`config.mk`:
```
export PLATFORM = sky130hd
export DESIGN_NAME = decode_stage_0_q
export DESIGN_NICKNAME = d
export VERILOG_FILES = /design/src/rtl/decode_stage_0_q.sv
export SDC_FILE = /design/constraint.sdc
export NUM_CORES = 1
export LEC_CHECK = 0
export BUFFER_PORTS_ARGS = -buffer_cell sky130_fd_sc_hd__buf_2
export CORE_UTILIZATION = 55
export CTS_BUF_LIST = sky130_fd_sc_hd__clkbuf_4 sky130_fd_sc_hd__clkbuf_8
export CTS_CLUSTER_SIZE = 14
export DETAILED_ROUTE_END_ITERATION = 7
export HOLD_SLACK_MARGIN = 0.06
export PLACE_DENSITY = 0.78
export SKIP_CTS_REPAIR_TIMING = 1
export SLEW_MARGIN = 20
export SYNTH_ARGS = -nofsm -noshare
export SYNTH_HDL_FRONTEND = slang
export SYNTH_SLANG_ARGS = --single-unit
```
`constraint.sdc`:
```
create_clock -name clk -period 25.7 [get_ports clk]
set_input_delay 2.57 -clock clk [delete_from_list [all_inputs] [get_ports clk]]
set_output_delay 2.57 -clock clk [all_outputs]
set_load 0.05 [all_outputs]
```
`src/rtl/decode_stage_0_q.sv`:
```
// decode_stage_0_q
//   Stage-0 instruction length decoder with a registered output queue.
//   Measures the instruction at the head of the fetch window and splits it
//   into prefix, opcode, ModRM/SIB, displacement and immediate fields. An
//   accepted instruction is written into an OUT_DEPTH-entry queue, so
//   f_ready never depends on s0_ready. An HLT instruction stalls the front
//   end until an interrupt or a flush.
// Ports
//   clk, reset (async, active-low), flush, handle_int, halt
//   f_*  : fetch window in (f_valid, f_valid_bytes, f_instruction, f_pc,
//          f_branch_taken), acceptance out (f_ready, f_bytes_read)
//   s0_* : decoded record out with s0_valid / s0_ready handshake
module decode_stage_0_q #(
  parameter int IADDRW       = 32,
  parameter int WINDOW_BYTES = 16,
  parameter int CNTW         = 6,
  parameter int OUT_DEPTH    = 2
) (
  input  logic                      clk,
  input  logic                      reset,
  input  logic                      flush,
  input  logic                      handle_int,
  output logic                      halt,
  input  logic                      f_valid,
  output logic                      f_ready,
  output logic [CNTW-1:0]           f_bytes_read,
  input  logic [CNTW-1:0]           f_valid_bytes,
  input  logic [8*WINDOW_BYTES-1:0] f_instruction,
  input  logic [IADDRW-1:0]         f_pc,
  input  logic                      f_branch_taken,
  output logic                      s0_valid,
  input  logic                      s0_ready,
  output logic [23:0]               s0_prefix,
  output logic [1:0]                s0_prefix_bytes,
  output logic [15:0]               s0_opcode,
  output logic [1:0]                s0_opcode_bytes,
  output logic [15:0]               s0_addressing,
  output logic [1:0]                s0_addressing_bytes,
  output logic [3:0]                s0_displacement_bytes,
  output logic [3:0]                s0_immediete_bytes,
  output logic [63:0]               s0_displace_n_imm,
  output logic [4:0]                s0_length,
  output logic [IADDRW-1:0]         s0_pc,
  output logic                      s0_branch_taken,
  output logic                      s0_size_override
);
  localparam int WINW = 8 * WINDOW_BYTES;
  localparam int PW   = (OUT_DEPTH > 1) ? $clog2(OUT_DEPTH) : 1;
  localparam int CW   = $clog2(OUT_DEPTH + 1);

  typedef enum logic {RUN = 1'b0, HALTED = 1'b1} state_t;

  typedef struct packed {
    logic [23:0]       prefix;
    logic [1:0]        prefix_n;
    logic [15:0]       opcode;
    logic [1:0]        opcode_n;
    logic [15:0]       addressing;
    logic [1:0]        addressing_n;
    logic [3:0]        disp_n;
    logic [3:0]        imm_n;
    logic [63:0]       dni;
    logic [4:0]        length;
    logic [IADDRW-1:0] pc;
    logic              branch_taken;
    logic              size_ovr;
  } rec_t;

  function automatic logic [7:0] byte_at(input logic [WINW-1:0] w, input logic [3:0] idx);
    logic [WINW-1:0] s;
    s = w >> {idx, 3'b000};
    return s[7:0];
  endfunction

  function automatic logic is_prefix(input logic [7:0] b);
    case (b)
      8'hF0, 8'hF2, 8'hF3, 8'h2E, 8'h36, 8'h3E,
      8'h26, 8'h64, 8'h65, 8'h66, 8'h67: return 1'b1;
      default:                           return 1'b0;
    endcase
  endfunction

  rec_t             mem_q [OUT_DEPTH];
  rec_t             rec_d, rec_q;
  logic [PW-1:0]    wr_ptr_q, wr_ptr_d, rd_ptr_q, rd_ptr_d;
  logic [CW-1:0]    count_q, count_d;
  state_t           state_q, state_d;
  logic             halt_q;

  logic [7:0]       b0, b1, b2, op0, op1, modrm, sib;
  logic [1:0]       pfx_n, op_n, addr_n;
  logic [3:0]       disp_n, imm_n, immz, start, dni_n;
  logic             size_ovr, addr_ovr, has_modrm;
  logic [WINW-1:0]  dni_sh;
  logic [63:0]      dni;
  logic [4:0]       len;
  logic             fire, pop;

  // Length decode on the head of the fetch window
  always_comb begin
    b0 = byte_at(f_instruction, 4'd0);
    b1 = byte_at(f_instruction, 4'd1);
    b2 = byte_at(f_instruction, 4'd2);
    pfx_n = 2'd0;
    if (is_prefix(b0)) begin
      pfx_n = 2'd1;
      if (is_prefix(b1)) begin
        pfx_n = 2'd2;
        if (is_prefix(b2)) pfx_n = 2'd3;
      end
    end
    size_ovr = (pfx_n >= 2'd1 && b0 == 8'h66) || (pfx_n >= 2'd2 && b1 == 8'h66) ||
               (pfx_n == 2'd3 && b2 == 8'h66);
    addr_ovr = (pfx_n >= 2'd1 && b0 == 8'h67) || (pfx_n >= 2'd2 && b1 == 8'h67) ||
               (pfx_n == 2'd3 && b2 == 8'h67);
    op0   = byte_at(f_instruction, {2'b00, pfx_n});
    op1   = byte_at(f_instruction, {2'b00, pfx_n} + 4'd1);
    op_n  = (op0 == 8'h0F) ? 2'd2 : 2'd1;
    modrm = byte_at(f_instruction, {2'b00, pfx_n} + {2'b00, op_n});
    sib   = byte_at(f_instruction, {2'b00, pfx_n} + {2'b00, op_n} + 4'd1);
    // imm16/32 forms shrink to 16 bits under the operand-size prefix
    immz      = size_ovr ? 4'd2 : 4'd4;
    has_modrm = 1'b0;
    imm_n     = 4'd0;
    disp_n    = 4'd0;
    if (op_n == 2'd2) begin
      if (op1[7:4] == 4'h8) imm_n = immz;   // Jcc rel16/32
      else                  has_modrm = 1'b1;
    end else begin
      casez (op0)
        8'b00???0??:                 has_modrm = 1'b1;           // ALU r/m forms
        8'b00???100:                 imm_n = 4'd1;               // ALU AL,imm8
        8'b00???101:                 imm_n = immz;               // ALU eAX,immz
        8'h62, 8'h63, 8'hC4, 8'hC5,
        8'b100001??, 8'b10001???,
        8'b110100??, 8'b11011???,
        8'hFE, 8'hFF:                has_modrm = 1'b1;
        8'h69, 8'h81, 8'hC7:         begin has_modrm = 1'b1; imm_n = immz; end
        8'h6B, 8'h80, 8'h82, 8'h83,
        8'hC0, 8'hC1, 8'hC6:         begin has_modrm = 1'b1; imm_n = 4'd1; end
        8'h68, 8'hA9, 8'b10111???,
        8'hE8, 8'hE9:                imm_n = immz;
        8'h6A, 8'b0111????, 8'hA8,
        8'b10110???, 8'hCD, 8'hD4,
        8'hD5, 8'b11100???, 8'hEB:   imm_n = 4'd1;
        8'hC2, 8'hCA:                imm_n = 4'd2;
        8'hC8:                       imm_n = 4'd3;
        8'h9A, 8'hEA:                imm_n = size_ovr ? 4'd4 : 4'd6; // far ptr
        8'b101000??:                 disp_n = addr_ovr ? 4'd2 : 4'd4; // moffs
        8'hF6: begin has_modrm = 1'b1; imm_n = (modrm[5:4] == 2'b00) ? 4'd1 : 4'd0; end
        8'hF7: begin has_modrm = 1'b1; imm_n = (modrm[5:4] == 2'b00) ? immz : 4'd0; end
        default: ;
      endcase
    end
    addr_n = 2'd0;
    if (has_modrm) begin
      addr_n = 2'd1;
      if (addr_ovr) begin
        // 16-bit addressing: no SIB, disp16 for the bare [disp16] form
        if (modrm[7:6] == 2'b00 && modrm[2:0] == 3'd6) disp_n = 4'd2;
        else if (modrm[7:6] == 2'b01)                  disp_n = 4'd1;
        else if (modrm[7:6] == 2'b10)                  disp_n = 4'd2;
      end else begin
        if (modrm[7:6] != 2'b11 && modrm[2:0] == 3'd4) begin
          addr_n = 2'd2;
          if (modrm[7:6] == 2'b00 && sib[2:0] == 3'd5) disp_n = 4'd4;
        end
        if (modrm[7:6] == 2'b00 && modrm[2:0] == 3'd5) disp_n = 4'd4;
        else if (modrm[7:6] == 2'b01)                  disp_n = 4'd1;
        else if (modrm[7:6] == 2'b10)                  disp_n = 4'd4;
      end
    end
    len    = 5'(pfx_n) + 5'(op_n) + 5'(addr_n) + 5'(disp_n) + 5'(imm_n);
    start  = 4'(pfx_n) + 4'(op_n) + 4'(addr_n);
    dni_n  = disp_n + imm_n;
    dni_sh = f_instruction >> {start, 3'b000};
    dni    = '0;
    for (int k = 0; k < 8; k++) begin
      if (4'(k) < dni_n) dni[8*k +: 8] = dni_sh[8*k +: 8];
    end
  end

  assign f_bytes_read = CNTW'(len);
  assign f_ready = (f_bytes_read <= f_valid_bytes) && (count_q != CW'(OUT_DEPTH)) &&
                   (state_q == RUN) && !flush && reset;
  assign fire = f_valid && f_ready;
  assign pop  = s0_valid && s0_ready;

  always_comb begin
    rec_d              = '0;
    rec_d.prefix       = {(pfx_n == 2'd3) ? b2 : 8'h00, (pfx_n >= 2'd2) ? b1 : 8'h00,
                          (pfx_n >= 2'd1) ? b0 : 8'h00};
    rec_d.prefix_n     = pfx_n;
    rec_d.opcode       = {(op_n == 2'd2) ? op1 : 8'h00, op0};
    rec_d.opcode_n     = op_n;
    rec_d.addressing   = {(addr_n == 2'd2) ? sib : 8'h00, (addr_n != 2'd0) ? modrm : 8'h00};
    rec_d.addressing_n = addr_n;
    rec_d.disp_n       = disp_n;
    rec_d.imm_n        = imm_n;
    rec_d.dni          = dni;
    rec_d.length       = len;
    rec_d.pc           = f_pc;
    rec_d.branch_taken = f_branch_taken;
    rec_d.size_ovr     = size_ovr;
  end

  // Queue pointer / occupancy and HLT state next-state
  always_comb begin
    wr_ptr_d = wr_ptr_q;
    rd_ptr_d = rd_ptr_q;
    count_d  = count_q;
    state_d  = state_q;
    if (flush) begin
      wr_ptr_d = '0;
      rd_ptr_d = '0;
      count_d  = '0;
      state_d  = RUN;
    end else begin
      if (fire) wr_ptr_d = wr_ptr_q + PW'(1);
      if (pop)  rd_ptr_d = rd_ptr_q + PW'(1);
      if (fire && !pop)      count_d = count_q + CW'(1);
      else if (!fire && pop) count_d = count_q - CW'(1);
      if (state_q == RUN && fire && op0 == 8'hF4) state_d = HALTED;
      else if (state_q == HALTED && handle_int)   state_d = RUN;
    end
  end

  // Register stage: queue storage, pointers and state
  always_ff @(posedge clk or negedge reset) begin
    if (!reset) begin
      for (int i = 0; i < OUT_DEPTH; i++) mem_q[i] <= '0;
      wr_ptr_q <= '0;
      rd_ptr_q <= '0;
      count_q  <= '0;
      state_q  <= RUN;
      halt_q   <= 1'b0;
    end else begin
      if (fire) mem_q[wr_ptr_q] <= rec_d;
      wr_ptr_q <= wr_ptr_d;
      rd_ptr_q <= rd_ptr_d;
      count_q  <= count_d;
      state_q  <= state_d;
      halt_q   <= (state_d == HALTED);
    end
  end

  assign rec_q                 = mem_q[rd_ptr_q];
  assign halt                  = halt_q;
  assign s0_valid              = (count_q != '0);
  assign s0_prefix             = rec_q.prefix;
  assign s0_prefix_bytes       = rec_q.prefix_n;
  assign s0_opcode             = rec_q.opcode;
  assign s0_opcode_bytes       = rec_q.opcode_n;
  assign s0_addressing         = rec_q.addressing;
  assign s0_addressing_bytes   = rec_q.addressing_n;
  assign s0_displacement_bytes = rec_q.disp_n;
  assign s0_immediete_bytes    = rec_q.imm_n;
  assign s0_displace_n_imm     = rec_q.dni;
  assign s0_length             = rec_q.length;
  assign s0_pc                 = rec_q.pc;
  assign s0_branch_taken       = rec_q.branch_taken;
  assign s0_size_override      = rec_q.size_ovr;

endmodule

```
# Word-level counts from Yosys, hierarchy flattened
# Index checks and enable logic that the tools add are counted.
[totals] reg_bits=351 elab_cells=268
[classes] n_lt_le_gt_ge=14 bitwise_logic=3 n_eq_ne=91 n_shift=5 n_reduce_logical=46 n_addsub=13 mux=66
[op_table] cell="two-way mux 173 bit" n=4
[op_table] cell="bitwise mux 346 bit" n=1
[op_table] cell="== test 8 bit, second input constant" n=37
[op_table] cell=">> shifter 128 x 7 -> 8 bit" n=2
[op_table] cell="demux 173 bit (select 1 bit)" n=1
[op_table] cell="== test 8 x 7 -> 1 bit, second input constant" n=18
[op_table] cell=">> shifter 128 x 5 -> 8 bit" n=1
[op_table] cell=">> shifter 128 x 6 -> 8 bit" n=1
[op_table] cell=">> shifter 128 x 7 -> 64 bit" n=1
[op_table] cell="two-way mux 8 bit" n=14
[op_table] cell="== test 8 x 6 -> 1 bit, second input constant" n=12
[op_table] cell="two-way mux 4 bit" n=11
[op_table] cell="OR reduction 11 bit" n=3
[op_table] cell="== test 5 bit, second input constant" n=5
[op_table] cell="OR reduction 23 bit" n=1
[op_table] cell="logical AND 1 bit" n=22
[op_table] cell="case mux 3 bit (7 select lines)" n=1
[op_table] cell="two-way mux 2 bit" n=10
[op_table] cell="== test 6 bit, second input constant" n=3
[op_table] cell="two-way mux 1 bit" n=18
[op_table] cell="two-way mux 3 bit" n=6
[op_table] cell="OR reduction 17 bit" n=1
[op_table] cell="less-than comparator 3 x 4 -> 1 bit, first input constant" n=4
[op_table] cell="== test 3 bit, second input constant" n=4
[op_table] cell="33 further kinds" n=57

# Depth between registers and ports, before layout
[logic_depth] word_depth=37 mapped_depth=45 mapped_depth_nobuf=36

# Worst setup path before layout
# Ideal clock, no wire load.
[synth_timing] path_kind="input to output" from="in f_instruction[23]" to="out f_ready" path_stages=35 arrival_ps=11407 n_path_buf=5 path_slack_ps=11723 required_time_ps=23130 path_cell_list="buf_6 -> o21a_1 -> o32a_4 -> buf_6 -> or4b_1 -> a311oi_2 -> a21oi_1 -> nor2_1 -> nand2_1 -> or4_1 -> ha_1 -> fa_1 -> clkbuf_1 -> clkbuf_1 -> mux4_2 -> mux2i_1 -> nor2_1 -> nor2_1 -> nand3_1 -> or3_4 -> buf_6 -> fa_1 -> inv_1 -> fa_1 -> inv_1 -> fa_1 -> inv_1 -> ha_1 -> nor2b_1 -> o21a_1 -> o21ai_0 -> nand2b_1 -> a21oi_1 -> a311oi_1 -> nor2_1"
[synth_lines] item="from (decl)" line_no="28" text="input logic [8*WINDOW_BYTES-1:0] f_instruction,"
[synth_lines] item="to (decl)" line_no="25" text="output logic f_ready,"

# Worst setup path in the final report
[layout_timing] from="in f_instruction[14]" to="out f_ready"
[layout_between] elab_cells_between_ends=138
[layout_lines] item="== test 8 x 7 -> 1 bit (tied with other cells)" line_no="76" text="case (b)"
[layout_lines] item="OR reduction 11 bit" line_no="76"
[layout_lines] item="two-way mux 1 bit" line_no="76"
[layout_lines] item="two-way mux 1 bit" line_no="105" text="if (is_prefix(b0)) begin"
[layout_lines] item="two-way mux 2 bit" line_no="107" text="if (is_prefix(b1)) begin"
[layout_lines] item="two-way mux 2 bit" line_no="105"
[layout_lines] item=">> shifter 128 x 5 -> 8 bit *" line_no="71" text="s = w >> {idx, 3'b000};"
[layout_lines] item="== test 8 x 4 -> 1 bit *" line_no="118" text="op_n = (op0 == 8'h0F) ? 2'd2 : 2'd1;"
[layout_lines] item="[1 not listed]"
[layout_lines] item="named net op_n[0]" line_no="91" text="logic [1:0] pfx_n, op_n, addr_n;"
[layout_lines] item="[6 not listed]"
[layout_lines] item="two-way mux 2 bit *" line_no="156" text="if (has_modrm) begin"
[layout_lines] item="named net addr_n[0]" line_no="91"
[layout_lines] item="adder 3 x 2 -> 4 bit *" line_no="173" text="len = 5'(pfx_n) + 5'(op_n) + 5'(addr_n) + 5'(disp_n) + 5'(imm_n);"
[layout_lines] item="adder 4 x 4 -> 5 bit *" line_no="173"
[layout_lines] item="adder 5 x 4 -> 5 bit *" line_no="173"
[layout_lines] item="<= comparator 5 x 6 -> 1 bit *" line_no="184" text="assign f_ready = (f_bytes_read <= f_valid_bytes) && (count_q != CW'(OUT_DEPTH)) &&"
[layout_lines] item="logical AND 1 bit * (2 in a row)" line_no="184"
[layout_lines] item="logical AND 1 bit * (2 in a row)" line_no="185" text="(state_q == RUN) && !flush && reset;"
# The timed path passes the listed nets; every way through them passes the cells marked *. The select of a mux whose other input is x is not followed.

==> results.cfg <==
[outcome]
status = complete, no violations

[clock_network]
cts.path.max_buffers = 3
cts_tree = yes
clk_pin_slew_ns = 0.07
cts_buffers = 57
insertion_delay_ns = 0.67
clockRootBuffer = clkbuf_8
cts.htree.levels = 2
cts_num_sinks = 347

[synth]
seq_area_frac_synth = 0.381
yosysTopAreaCell = dfrtp_1
yosysTopAreaCellShare = 0.381
synth_cells = 2306
ys.flop_type = dfrtp_1
synth-async-reset-ratio = 1.00
yosys.area_share.simple = 0.128
syn_area_per_cell_um2 = 9.88
synth_top_family_by_area = multiplexers
synth_area_leaders = dfrtp_1 (38%), mux2_2 (17%), mux4_2 (7.6%)
synth-xor-area-share = 0.00346
synth_cell_type_count = 78
synth_seq_cells = 347
synth_edf_count = 0
synth_fa_ha_area_frac = 0.0176
synth_compound_gate_area_share = 0.144
netlist_area_um2 = 22800
yosysWarningCount = 0
synth_mux_area_frac = 0.281

[setup_path]
slowest_delay_ns = 0.95
cp-start-kind = input port
critPathSlowestCell = fa_4
path_class = in2out
cp_data_required_time_ns = 23.13
critPathTopFamily = adder cells
cp_max_fo = 39
crit_buf_inv = 4
worstPathArrival_ns = 13.22
endpoint_kind = output port

[route]
ant_nets = 0
dr.first_iter.drc_count = 2238
top_layer_used = met5
route.met2.wl_mm = 34.3
wl_per_cell_um = 24.1
wl_met1_mm = 30.7
wl_met3_mm = 7.60
drc = 0
viasPerCell = 6.39
drt_wl_total_mm = 75.1
dr_total_vias = 19900
drt_first_pass_iters = 6

[place]
hpwl_mm = 55.0
dp_cells = 3009
port_buffers = 351
gp_congestion = 1.01

[finish]
syn_to_final_growth_pct = 13.8
most-common-layout-cells = nand2_1 (394), buf_2 (350), dfrtp_1 (346), mux2_2 (338), o21ai_0 (232)
final_cells = 3116
layout-drive-gt1-share = 0.361
final_common_cell = nand2_1
fill_cells = 3289
nNetsFinal = 2736

[floorplan]
core_um2 = 40800
ioPinCount = 355
die_w_um = 206
die_h_um = 206
rows = 74
initial_core_util = 0.558
dieArea_um2 = 42200

[timing]
setup_viol = 0
tns_ns = 0
finalCritPeriodShare = 0.614
drv_slew = 0
rsz0062_at_grt = false
worst_pin_slew_ns = 1.13
clock.fmax_mhz = 63.3
fin_crit_ns = 15.79
skew_ns = 0.0387
hold_violations = 0
relSlewSlack = 0.248

[power_and_ir_drop]
p_leak_nw = 12.2
peakVddDrop_v = 0.0000415
power_density_nw_per_um2 = 72.4

[global_routing]
grt_overflow = 0
antenna_found_initial = 5
grt_pass1_vias = 19100
grt_usage = 0.354
grt_pass1_wl_mm = 113
grt_max_degree = 130

[min_path]
min_path_type = reg2reg

[run]
drv_cap = 0
Yosys cell counts (4+ instances only):
library cell,number
o31ai_1,40
a22oi_1,9
o21ai_0,232
nor2b_1,17
a211oi_1,42
inv_1,29
mux2i_1,86
o221ai_1,22
a21oi_1,63
a21o_1,13
buf_2,11
a221oi_1,8
mux4_2,77
nand3_1,41
xor2_1,5
nor3_1,22
nor4b_1,5
a211o_1,8
buf_1,23
and2_1,13
a31oi_1,28
o211ai_1,5
dfrtp_1,347
o21a_1,5
a311oi_1,7
and3_1,10
buf_4,9
o31a_1,5
nand2b_1,8
fa_1,10
or4b_1,5
nor2_1,97
ha_1,16
nand4_1,10
xnor2_1,4
mux2_2,338
buf_6,6
clkbuf_1,163
nand2_1,394
o22ai_1,9
final timing paths:
check                                       start  slack [ns]                endpoint  cells past startpoint
hold reg to reg            mem_q[343]$_DFFE_PN0P_        0.47  mem_q[343]$_DFFE_PN0P_                      2
setup / recovery                f_instruction[14]        9.91                 f_ready                     31
hold / removal             mem_q[343]$_DFFE_PN0P_        0.47  mem_q[343]$_DFFE_PN0P_                      2
max in group asynchronous                   reset       22.07  mem_q[247]$_DFFE_PN0P_                      2
min in group asynchronous                   reset        1.94    mem_q[2]$_DFFE_PN0P_                      1
setup reg to reg           count_q[0]$_DFFE_PN0P_       22.31  mem_q[241]$_DFFE_PN0P_                      8
worst min-delay path, stage by stage, from the launching register on:
cell	delay [ns]
dfrtp_1	0.34
nand2_1	0.04
o21ai_0	0.06
flip-flops by register name, summed over array words and instances, names as in the netlist:
signal / flops
count_q: 2
halt: 1
mem_q: 342
wr_ptr_q: 1
rd_ptr_q: 1
through the flow:
stage               area [µm²]   util  hold WS [ns]  total power, mW  worst slack [ns]
floorplan                22800      -         0.443             1.17             11.72
global placement         24600  0.604         0.454             1.34             10.23
finish                   25900  0.635         0.472             1.88              9.91
CTS                      25900  0.634         0.476             1.88             10.00
detailed placement       24600  0.604         0.461             1.36             10.02
global route             25900  0.635         0.497             1.96              9.20
final cells by class:
class	count	area [µm²]	area share
timing repair buffer	385	2030	0.0785
multi-input combinational	1716	13200	0.508
clock inverter	17	131	0.00507
clock buffer	85	1120	0.0432
antenna	4	10.0	0.000386
tap	532	666	0.0257
inverter	30	113	0.00434
sequential	347	8690	0.335
where the power goes:
part	leakage (nW)	switching (mW)	internal, mW	total, mW
registers	4.67	0.0361	0.617	0.653
logic	6.83	0.469	0.235	0.704
clock network	0.667	0.229	0.290	0.519
total	12.2	0.735	1.14	1.88
routing by layer:
layer / vias up / global-route usage
met4: 2 / 0.122
met2: 1069 / 0.546
met3: 167 / 0.0743
met1: 9808 / 0.493
li1: 8872 / -
met5: - / 0
cells by family (layout without fill, tap and decap cells):
kind of cell,Yosys count,count (layout)
buffers and inverters,245,517
other,1,7
AND/OR/NAND/NOR,655,655
multiplexers,501,501
adder cells (fa/ha/maj),26,26
flip-flops,347,347
XOR/XNOR,9,9
AO/OA/AOI/OAI,522,522
No activity file was read; power rests on OpenSTA's default activity.
